===== src/rtl/clk_meter_pkg.sv =====
// clk_meter_pkg: shared definitions for the clock period meter.
//   - meter_state_e : measurement FSM states
//   - CNT_WIDTH_DEF : default counter / result width
//   - TIMEOUT_DEF   : default timeout in system clock cycles
package clk_meter_pkg;

  localparam int CNT_WIDTH_DEF = 32;
  localparam int TIMEOUT_DEF   = 1000000;

  typedef enum logic [2:0] {
    IDLE    = 3'd0,
    ARM     = 3'd1,
    MEAS_HI = 3'd2,
    MEAS_LO = 3'd3,
    DONE    = 3'd4
  } meter_state_e;

endpackage


===== src/rtl/sync_edge_det.sv =====
// sync_edge_det: multi-flop synchronizer for an asynchronous input followed
// by single-cycle rise/fall pulse generation in the clk domain.
// Ports:
//   clk     system clock
//   rst     asynchronous active-high reset (all flops to 0)
//   sig_i   asynchronous input
//   rise_o  one-cycle pulse on a synchronized 0->1 transition
//   fall_o  one-cycle pulse on a synchronized 1->0 transition
module sync_edge_det #(
  parameter int SYNC_STAGES = 2
) (
  input  logic clk,
  input  logic rst,
  input  logic sig_i,
  output logic rise_o,
  output logic fall_o
);

  logic [SYNC_STAGES-1:0] sync_q;
  logic                   s_d_q;
  logic                   s;

  assign s = sync_q[SYNC_STAGES-1];

  always_ff @(posedge clk or posedge rst) begin
    if (rst) begin
      sync_q <= '0;
      s_d_q  <= 1'b0;
    end else begin
      sync_q <= {sync_q[SYNC_STAGES-2:0], sig_i};
      s_d_q  <= s;
    end
  end

  assign rise_o = s & ~s_d_q;
  assign fall_o = ~s & s_d_q;

endmodule


===== src/rtl/clk_period_meter.sv =====
// clk_period_meter: measures period and high time of a slow asynchronous
// signal in units of clk, reporting each result over a valid/ready pair.
// Ports:
//   clk, rst          system clock, asynchronous active-high reset
//   sig_in            monitored signal (asynchronous to clk)
//   start             one-cycle pulse, arms a measurement from IDLE
//   cont              continuous mode: each closing rise opens the next period
//   res_valid/ready   result handshake
//   period, high_time last result in clk cycles
//   busy              FSM not in IDLE
//   timeout, overrun  sticky status flags (cleared by start)
// Optional feature macro CLK_PERIOD_METER_MINMAX_EN adds period_min and
// period_max, tracking the extremes of all results since the last start.
module clk_period_meter
  import clk_meter_pkg::*;
#(
  parameter int CNT_WIDTH      = CNT_WIDTH_DEF,
  parameter int SYNC_STAGES    = 2,
  parameter int TIMEOUT_CYCLES = TIMEOUT_DEF
) (
  input  logic                 clk,
  input  logic                 rst,
  input  logic                 sig_in,
  input  logic                 start,
  input  logic                 cont,
  output logic                 res_valid,
  input  logic                 res_ready,
  output logic [CNT_WIDTH-1:0] period,
  output logic [CNT_WIDTH-1:0] high_time,
  output logic                 busy,
  output logic                 timeout,
`ifdef CLK_PERIOD_METER_MINMAX_EN
  output logic                 overrun,
  output logic [CNT_WIDTH-1:0] period_min,
  output logic [CNT_WIDTH-1:0] period_max
`else
  output logic                 overrun
`endif
);

  localparam logic [CNT_WIDTH-1:0] TMO_CNT = CNT_WIDTH'(TIMEOUT_CYCLES);
  localparam logic [CNT_WIDTH-1:0] ONE     = CNT_WIDTH'(1);

  meter_state_e         state_q, state_d;
  logic [CNT_WIDTH-1:0] cnt_q, cnt_d;
  logic [CNT_WIDTH-1:0] hi_cnt_q, hi_cnt_d;
  logic [CNT_WIDTH-1:0] period_q, period_d;
  logic [CNT_WIDTH-1:0] high_q, high_d;
  logic                 res_valid_q, res_valid_d;
  logic                 timeout_q, timeout_d;
  logic                 overrun_q, overrun_d;
`ifdef CLK_PERIOD_METER_MINMAX_EN
  logic [CNT_WIDTH-1:0] pmin_q, pmin_d;
  logic [CNT_WIDTH-1:0] pmax_q, pmax_d;
`endif

  logic rise, fall, tmo_hit, load;

  sync_edge_det #(.SYNC_STAGES(SYNC_STAGES)) u_sync (
    .clk    (clk),
    .rst    (rst),
    .sig_i  (sig_in),
    .rise_o (rise),
    .fall_o (fall)
  );

  assign tmo_hit = (cnt_q == TMO_CNT);
  // A result is produced by the closing rise of a measured period.
  assign load    = (state_q == MEAS_LO) && rise;

  // State and datapath registers
  always_ff @(posedge clk or posedge rst) begin
    if (rst) begin
      state_q     <= IDLE;
      cnt_q       <= '0;
      hi_cnt_q    <= '0;
      period_q    <= '0;
      high_q      <= '0;
      res_valid_q <= 1'b0;
      timeout_q   <= 1'b0;
      overrun_q   <= 1'b0;
`ifdef CLK_PERIOD_METER_MINMAX_EN
      pmin_q      <= '0;
      pmax_q      <= '0;
`endif
    end else begin
      state_q     <= state_d;
      cnt_q       <= cnt_d;
      hi_cnt_q    <= hi_cnt_d;
      period_q    <= period_d;
      high_q      <= high_d;
      res_valid_q <= res_valid_d;
      timeout_q   <= timeout_d;
      overrun_q   <= overrun_d;
`ifdef CLK_PERIOD_METER_MINMAX_EN
      pmin_q      <= pmin_d;
      pmax_q      <= pmax_d;
`endif
    end
  end

  // Next-state logic; edges take priority over a coincident timeout.
  always_comb begin
    state_d = state_q;
    case (state_q)
      IDLE:    if (start) state_d = ARM;
      ARM:     if (rise) state_d = MEAS_HI;
               else if (tmo_hit) state_d = IDLE;
      MEAS_HI: if (fall) state_d = MEAS_LO;
               else if (tmo_hit) state_d = IDLE;
      MEAS_LO: if (rise) state_d = cont ? MEAS_HI : DONE;
               else if (tmo_hit) state_d = IDLE;
      DONE:    if (res_valid_q && res_ready) state_d = IDLE;
      default: state_d = IDLE;
    endcase
  end

  // Counters, result registers and flags
  always_comb begin
    cnt_d       = cnt_q;
    hi_cnt_d    = hi_cnt_q;
    period_d    = period_q;
    high_d      = high_q;
    res_valid_d = res_valid_q;
    timeout_d   = timeout_q;
    overrun_d   = overrun_q;
`ifdef CLK_PERIOD_METER_MINMAX_EN
    pmin_d      = pmin_q;
    pmax_d      = pmax_q;
`endif
    case (state_q)
      IDLE: begin
        if (start) begin
          cnt_d     = '0;
          timeout_d = 1'b0;
          overrun_d = 1'b0;
`ifdef CLK_PERIOD_METER_MINMAX_EN
          pmin_d    = '1;
          pmax_d    = '0;
`endif
        end
      end
      ARM: begin
        if (rise)         cnt_d     = ONE;
        else if (tmo_hit) timeout_d = 1'b1;
        else              cnt_d     = cnt_q + ONE;
      end
      MEAS_HI: begin
        cnt_d = cnt_q + ONE;
        if (fall)         hi_cnt_d  = cnt_q;
        else if (tmo_hit) timeout_d = 1'b1;
      end
      MEAS_LO: begin
        if (rise)         cnt_d     = ONE;
        else if (tmo_hit) timeout_d = 1'b1;
        else              cnt_d     = cnt_q + ONE;
      end
      default: ;
    endcase

    // Result handshake: a load wins over a coincident accept, so
    // res_valid only drops on an accept cycle without new data.
    if (load) begin
      period_d    = cnt_q;
      high_d      = hi_cnt_q;
      res_valid_d = 1'b1;
      if (res_valid_q && !res_ready) overrun_d = 1'b1;
`ifdef CLK_PERIOD_METER_MINMAX_EN
      if (cnt_q < pmin_q) pmin_d = cnt_q;
      if (cnt_q > pmax_q) pmax_d = cnt_q;
`endif
    end else if (res_valid_q && res_ready) begin
      res_valid_d = 1'b0;
    end
  end

  // Outputs
  always_comb begin
    res_valid  = res_valid_q;
    period     = period_q;
    high_time  = high_q;
    busy       = (state_q != IDLE);
    timeout    = timeout_q;
    overrun    = overrun_q;
`ifdef CLK_PERIOD_METER_MINMAX_EN
    period_min = pmin_q;
    period_max = pmax_q;
`endif
  end

endmodule

===== config.mk =====
export PLATFORM = sky130hd
export DESIGN_NAME = clk_period_meter
export DESIGN_NICKNAME = d
export VERILOG_FILES = /design/src/rtl/clk_meter_pkg.sv /design/src/rtl/sync_edge_det.sv /design/src/rtl/clk_period_meter.sv
export SDC_FILE = /design/constraint.sdc
export NUM_CORES = 1
export LEC_CHECK = 0
export CAP_MARGIN = 40
export CORE_ASPECT_RATIO = 0.5
export CORE_MARGIN = 10
export CORE_UTILIZATION = 40
export CTS_BUF_LIST = sky130_fd_sc_hd__clkbuf_4 sky130_fd_sc_hd__clkbuf_8
export DETAILED_ROUTE_END_ITERATION = 10
export DONT_BUFFER_PORTS = 1
export PLACE_DENSITY = 0.57
export SLEW_MARGIN = 20
export SYNTH_ARGS = -nofsm -noshare
export SYNTH_HDL_FRONTEND = slang
export SYNTH_SLANG_ARGS = --single-unit

===== constraint.sdc =====
create_clock -name clk -period 4.9 [get_ports clk]
set_clock_uncertainty 0.2 [all_clocks]
set_input_delay 0.98 -clock clk [delete_from_list [all_inputs] [get_ports clk]]
set_output_delay 0.98 -clock clk [all_outputs]
set_load 0.02 [all_outputs]

**Yosys cells after proc, flatten, opt, wreduce, memory -nomap -nowiden**

Index checks and enable logic that the tools add are counted.

- $add $sub $neg: 1
- Eq/ne operators: 10
- Mux-type cells: 23
- Bitwise gates (word level): 4
- Reduce and logical (&&, ||, !) cells: 13

Operator list:

| operator | number |
|---|---|
| 32-bit two-way mux | 3 |
| 32-bit case mux with 3 select lines | 1 |
| 32-bit by 1-bit adder with 32-bit output, second input constant | 1 |
| 32-bit by 20-bit equality test with 1-bit output, second input constant | 1 |
| 3-bit two-way mux | 7 |
| 3-bit case mux with 5 select lines | 1 |
| 1-bit two-way mux | 10 |
| 2-bit inequality test, second input constant | 4 |
| 3-bit by 2-bit equality test with 1-bit output, second input constant | 2 |
| 3-bit nonzero test | 2 |
| 2-bit AND reduction | 2 |
| 4-bit AND reduction | 1 |
| 3-bit by 1-bit equality test with 1-bit output, second input constant | 1 |
| 3-bit equality test, second input constant | 1 |
| 1-bit logical AND | 3 |
| 3-bit logical NOT | 1 |
| 3-bit inequality test, second input constant | 1 |
| 1-bit case mux with 3 select lines | 1 |
| 3-bit AND reduction | 1 |
| 1-bit AND | 2 |
| 1-bit inverter | 2 |
| 2-bit nonzero test | 1 |
| 2-bit OR reduction | 1 |
| 1-bit logical NOT | 1 |

- Flip-flop bits (word level): 137
- Word-level logic and storage cells: 61

**Longest topological paths before layout**

- Depth in word-level cells: 4
- Depth in mapped cells: 8
- Mapped depth without buffers: 7

**By module**

Synthesis repeated with hierarchy kept, for this count alone.

- Cells, all modules: 473
- Area total of the unflattened synthesis: 6,014.5 um^2

By module, submodules not included:

| module | times used | cells an instance | area each (um^2) |
|---|---|---|---|
| clk_period_meter | 1 | 467 | 5,920.7 |
| sync_edge_det | 1 | 6 | 93.8 |

**Least setup slack after synthesis**

OpenSTA, ideal clock, no wires.

- Path kind: in2reg
- Start: input start
- End: register cnt_q[31]
- Arrival: 2,173 ps
- Required time: 4,622 ps
- Slack: 2,449 ps
- Stages on the path: 5
- Path buffers: 0
- Cells stage by stage: nor3_2 -> nor4b_2 -> nand3_2 -> or4_1 -> a21oi_1

- Longest elaborated chain between the ends: 2

Ends and longest elaborated chain:

| item | RTL line | text |
|---|---|---|
| start: declaration | clk_period_meter.sv:24 | `input logic start,` |
| 2-bit inequality test (no line) | -- |  |
| 3-bit AND reduction (no line) | -- |  |
| end signal: assignment | clk_period_meter.sv:88 | `cnt_q <= cnt_d;` |
| end: declaration | clk_period_meter.sv:45 | `logic [CNT_WIDTH-1:0] cnt_q, cnt_d;` |

Every way passes these cells.
A chain may end at the register's enable or synchronous reset.

**Final worst setup path**

- Start: register cnt_q[1]
- End: register cnt_q[13]

- Longest elaborated chain between the ends: 4
- Elaborated cells on any way between the ends: 7
- Those cells by class: add/sub (1); eq/ne (2); mux (3); reduce/logical (1)

Ends and longest elaborated chain:

| item | RTL line | text |
|---|---|---|
| 32-bit by 1-bit adder with 32-bit output | clk_period_meter.sv:146, clk_period_meter.sv:149, clk_period_meter.sv:156 |  |
| 32-bit two-way mux | clk_period_meter.sv:145, clk_period_meter.sv:155 |  |
| 32-bit two-way mux | clk_period_meter.sv:154 | `if (rise) cnt_d = ONE;` |
| 32-bit case mux with 3 select lines | clk_period_meter.sv:131 | `case (state_q)` |

Parallel ways exist; a longest one is shown, timed or not. The select of a mux whose other input is x is not followed.

==> metrics.txt <==
number of CTS-inserted buffers=17; PwrDens=roughly 430 nW/µm²; diode count=0; detailed-placement wirelength estimate=9380 µm; RSZ-0062 raised after global routing=no; CP Class=reg2reg; # H-tree levels=4; largest net degree at the start of global routing=74; Fill cells=~1300; ys flop type=dfrtp_1; routed wire length per instance=17.8 µm; Initial Utilization=41.8%; Slew headroom=46.5%; grt total ovfl=0; Place WS=2.11 ns; Port Buffer Count=0; hold path cells=0; drt pass-1 iters=4; # Max-Cap Violations=0; initial antenna violation count=0; share of layout cells above drive strength 1=13.9%; Int Pwr=1890 µW; critical path cell sequence=inv_1, ha_1, nor3b_1, nand4_1, o31ai_4, o21ai_0, a21oi_1; maximum clock path buffer count=2; Hold Crit Class=reg2reg; Synth Area in Compound Gates=6.10%; Synth Area in Adders=0.431%; post-synthesis mux area share=5.41%; drt total wl=between 10000 and 15000 µm; Syn Area/Cell=9.95 µm²; Ys Warns=0; fin worst setup slack=2.19 ns; Synth Cell Area=5800 µm²; Die X=about 190 µm; CP required=5.05 ns; switching power total=868 µW; setup violators final=0; Post-DRT Antenna Nets=0; cell taking the most area after synthesis=dfrtp_1; root buffer cell=clkbuf_8; Synth Area in XOR/XNOR=1.51%; Die Area=20000 µm²; drt drc=0; row cnt=30; max incr delay on CP=0.78 ns; Slew Limit Fails=0; Layout Nets=588; Slowest-stage cell, CP=o31ai_4; Leak Pwr=0.00315 µW; Seq pwr share=between 40% and 50%; critical path capture point type=register; initial DRC count=234; Worst Hold End=u_sync.sync_q[1]$_DFF_PP0_; critical-path maximum fanout=24; largest family of logic cells by synthesized area=simple AND/OR/NAND/NOR gates; Worst Setup Start Kind=register; R2R depth=7; Comb pwr share=between 10 and 15%; most common cell in the netlist=nand2_1; hold buffer count at cts=0; share of Yosys cell area claimed by the top area cell type=59.1%; Layout area overhead=10.7%; Worst R2R Start=cnt_q[1]$_DFFE_PP0P_; Total Routing Usage GR=between 10% and 20%; fmax=~370 MHz; final critical-path share of the clock period=55.4%; Clk pin slew, worst setup/hold paths=0.07 ns; synth cell count leaders=210 x nand2_1, 137 x dfrtp_1, 27 x mux2_2; post-CTS setup buffer count=0; Placer Congestion=0.843; fraction of registers with async set/reset=100%; reg2reg setup slack=2.19 ns; setup_tns=0 ns; Die Y-Extent=between 100 and 150 µm; Hold Startpoint=u_sync.sync_q[0]$_DFF_PP0_; dominant cells by area after synthesis=dfrtp_1 59%, nand2_1 14%, mux2_2 5.2%; part of the power in the clock network=37.0%; sequential area share after synthesis=59.1%; critical path arrival=2.87 ns; unique cell type count in the Yosys netlist=45; number of global-route vias before repair=4113; peak supply drop=just under 0.2 mV; Post-Syn Nets=between 500 and 600; #FFs+latches synth=137; R2R Path End=cnt_q[13]$_DFFE_PP0P_; Net Sw Frac=31.4%; # resized after CTS=0; Final Hold Vio Count=0; Core Region=13900 µm²; status=complete, no violations; Clock Latency Late Sink=0.43 ns; via count=just over 4000; Final min period=2.71 ns; Worst Max-Slew Pin Slew=0.803 ns; first-pass GRT wire length=23100 µm; vias per cell=5.16; number of synthesized flops with an enable pin=0; Simple-Gate Fraction of Synth Area=24.8%; clk sinks=137; Cells after Synth=583; I/O pin cnt=74; CTS tree=done
final cells by class:
type	count	area [µm²]	area share, %
Clock buffer	19	262	4.07
Tap cell	192	240	3.74
Clock inverter	12	174	2.71
Multi-Input combinational cell	409	2230	34.8
Timing Repair Buffer	7	52.6	0.818
Sequential cell	137	3430	53.3
Inverter	8	35.0	0.545
routing by layer:
layer	wire (µm)	vias to the layer above	GRT usage [%]
li1	-	1962	-
met1	6790	2004	19.6
met2	6140	72	21.3
met3	946	9	4.84
met4	116	0	4.36
met5	0	-	0
power groups by stage:
stage,Clock [µW],Combinational [µW],Sequential (µW)
floorplan,0,321,1320
finish,1020,405,1340
detailed placement,0,410,1360
CTS,1050,413,1340
global placement,0,400,1360
global route,1100,461,1350
metrics by stage:
| stage | instance area [µm²] | total power [µW] | std cells | utilization, % | hold slack, ns |
|---|---|---|---|---|---|
| after floorplan | 5800 | 1640 | 583 | - | 0.131 |
| after global placement | 5980 | 1760 | 753 | 43.1 | 0.135 |
| after detailed placement | 5990 | 1770 | 753 | 43.1 | 0.142 |
| after CTS | 6430 | 2800 | 784 | 46.3 | 0.159 |
| after global routing | 6430 | 2910 | 784 | 46.3 | 0.162 |
| final | 6430 | 2760 | 784 | 46.3 | 0.156 |
how the worst max path moves through the flow:
stage                    startpoint               endpoint  cells after the start
4_1_cts        cnt_q[1]$_DFFE_PP0P_  cnt_q[11]$_DFFE_PP0P_                      7
3_3_place_gp   cnt_q[5]$_DFFE_PP0P_  cnt_q[17]$_DFFE_PP0P_                      5
5_1_grt        cnt_q[1]$_DFFE_PP0P_  cnt_q[19]$_DFFE_PP0P_                      7
3_5_place_dp                  start  cnt_q[20]$_DFFE_PP0P_                      5
2_1_floorplan                   rst   cnt_q[0]$_DFFE_PP0P_                      1
6_report       cnt_q[1]$_DFFE_PP0P_  cnt_q[13]$_DFFE_PP0P_                      7
layout by cell type (no fill, tap or decap), types with 2 or more instances in the layout:
cell	n
nor2_1	20
nand3b_1	3
nor3_2	3
nand3_1	11
mux2_2	27
clkinvlp_4	4
o21ai_0	26
nand2_1	209
ha_1	2
or4_1	7
a21oi_1	18
nor4_1	4
or2_2	3
buf_4	7
bufinv_16	4
nor3_1	3
o31ai_1	5
and2_1	2
nor4b_1	3
nor4_4	2
nand3_2	2
dfrtp_1	137
o211ai_1	5
clkinv_2	3
nand4_1	10
and4_1	3
or3_1	13
clkbuf_8	19
xnor2_1	5
nor3b_1	2
inv_1	7
xor2_1	5
kinds of logic (layout without fill, tap and decap cells):
group                    count (synthesis)  count (layout)
AND/OR/NAND/NOR                        309             309
flip-flops                             137             137
AO/OA/AOI/OAI                           60              60
buffers and inverters                   37              46
multiplexers                            28              28
XOR/XNOR                                10              10
adder cells (fa/ha/maj)                  2               2
sequential cells by signal, indices dropped and copies added (netlist names):
register / cells
u_sync.sync_q: 2
hi_cnt_q: 32
period: 32
timeout: 1
res_valid: 1
state_q: 3
cnt_q: 32
overrun: 1
u_sync.s_d_q: 1
high_time: 32
worst max-delay path, delay by kind of cell, from the launching register on:
| kind | cells | cell delay [ns] |
|---|---|---|
| AO/OA/AOI/OAI | 3 | 1.13 |
| adder cells (fa/ha/maj) | 1 | 0.17 |
| buffers and inverters | 1 | 0.15 |
| flip-flops | 1 | 0.43 |
| AND/OR/NAND/NOR | 2 | 0.55 |
Note: power is estimated with default switching activity, not from simulation.
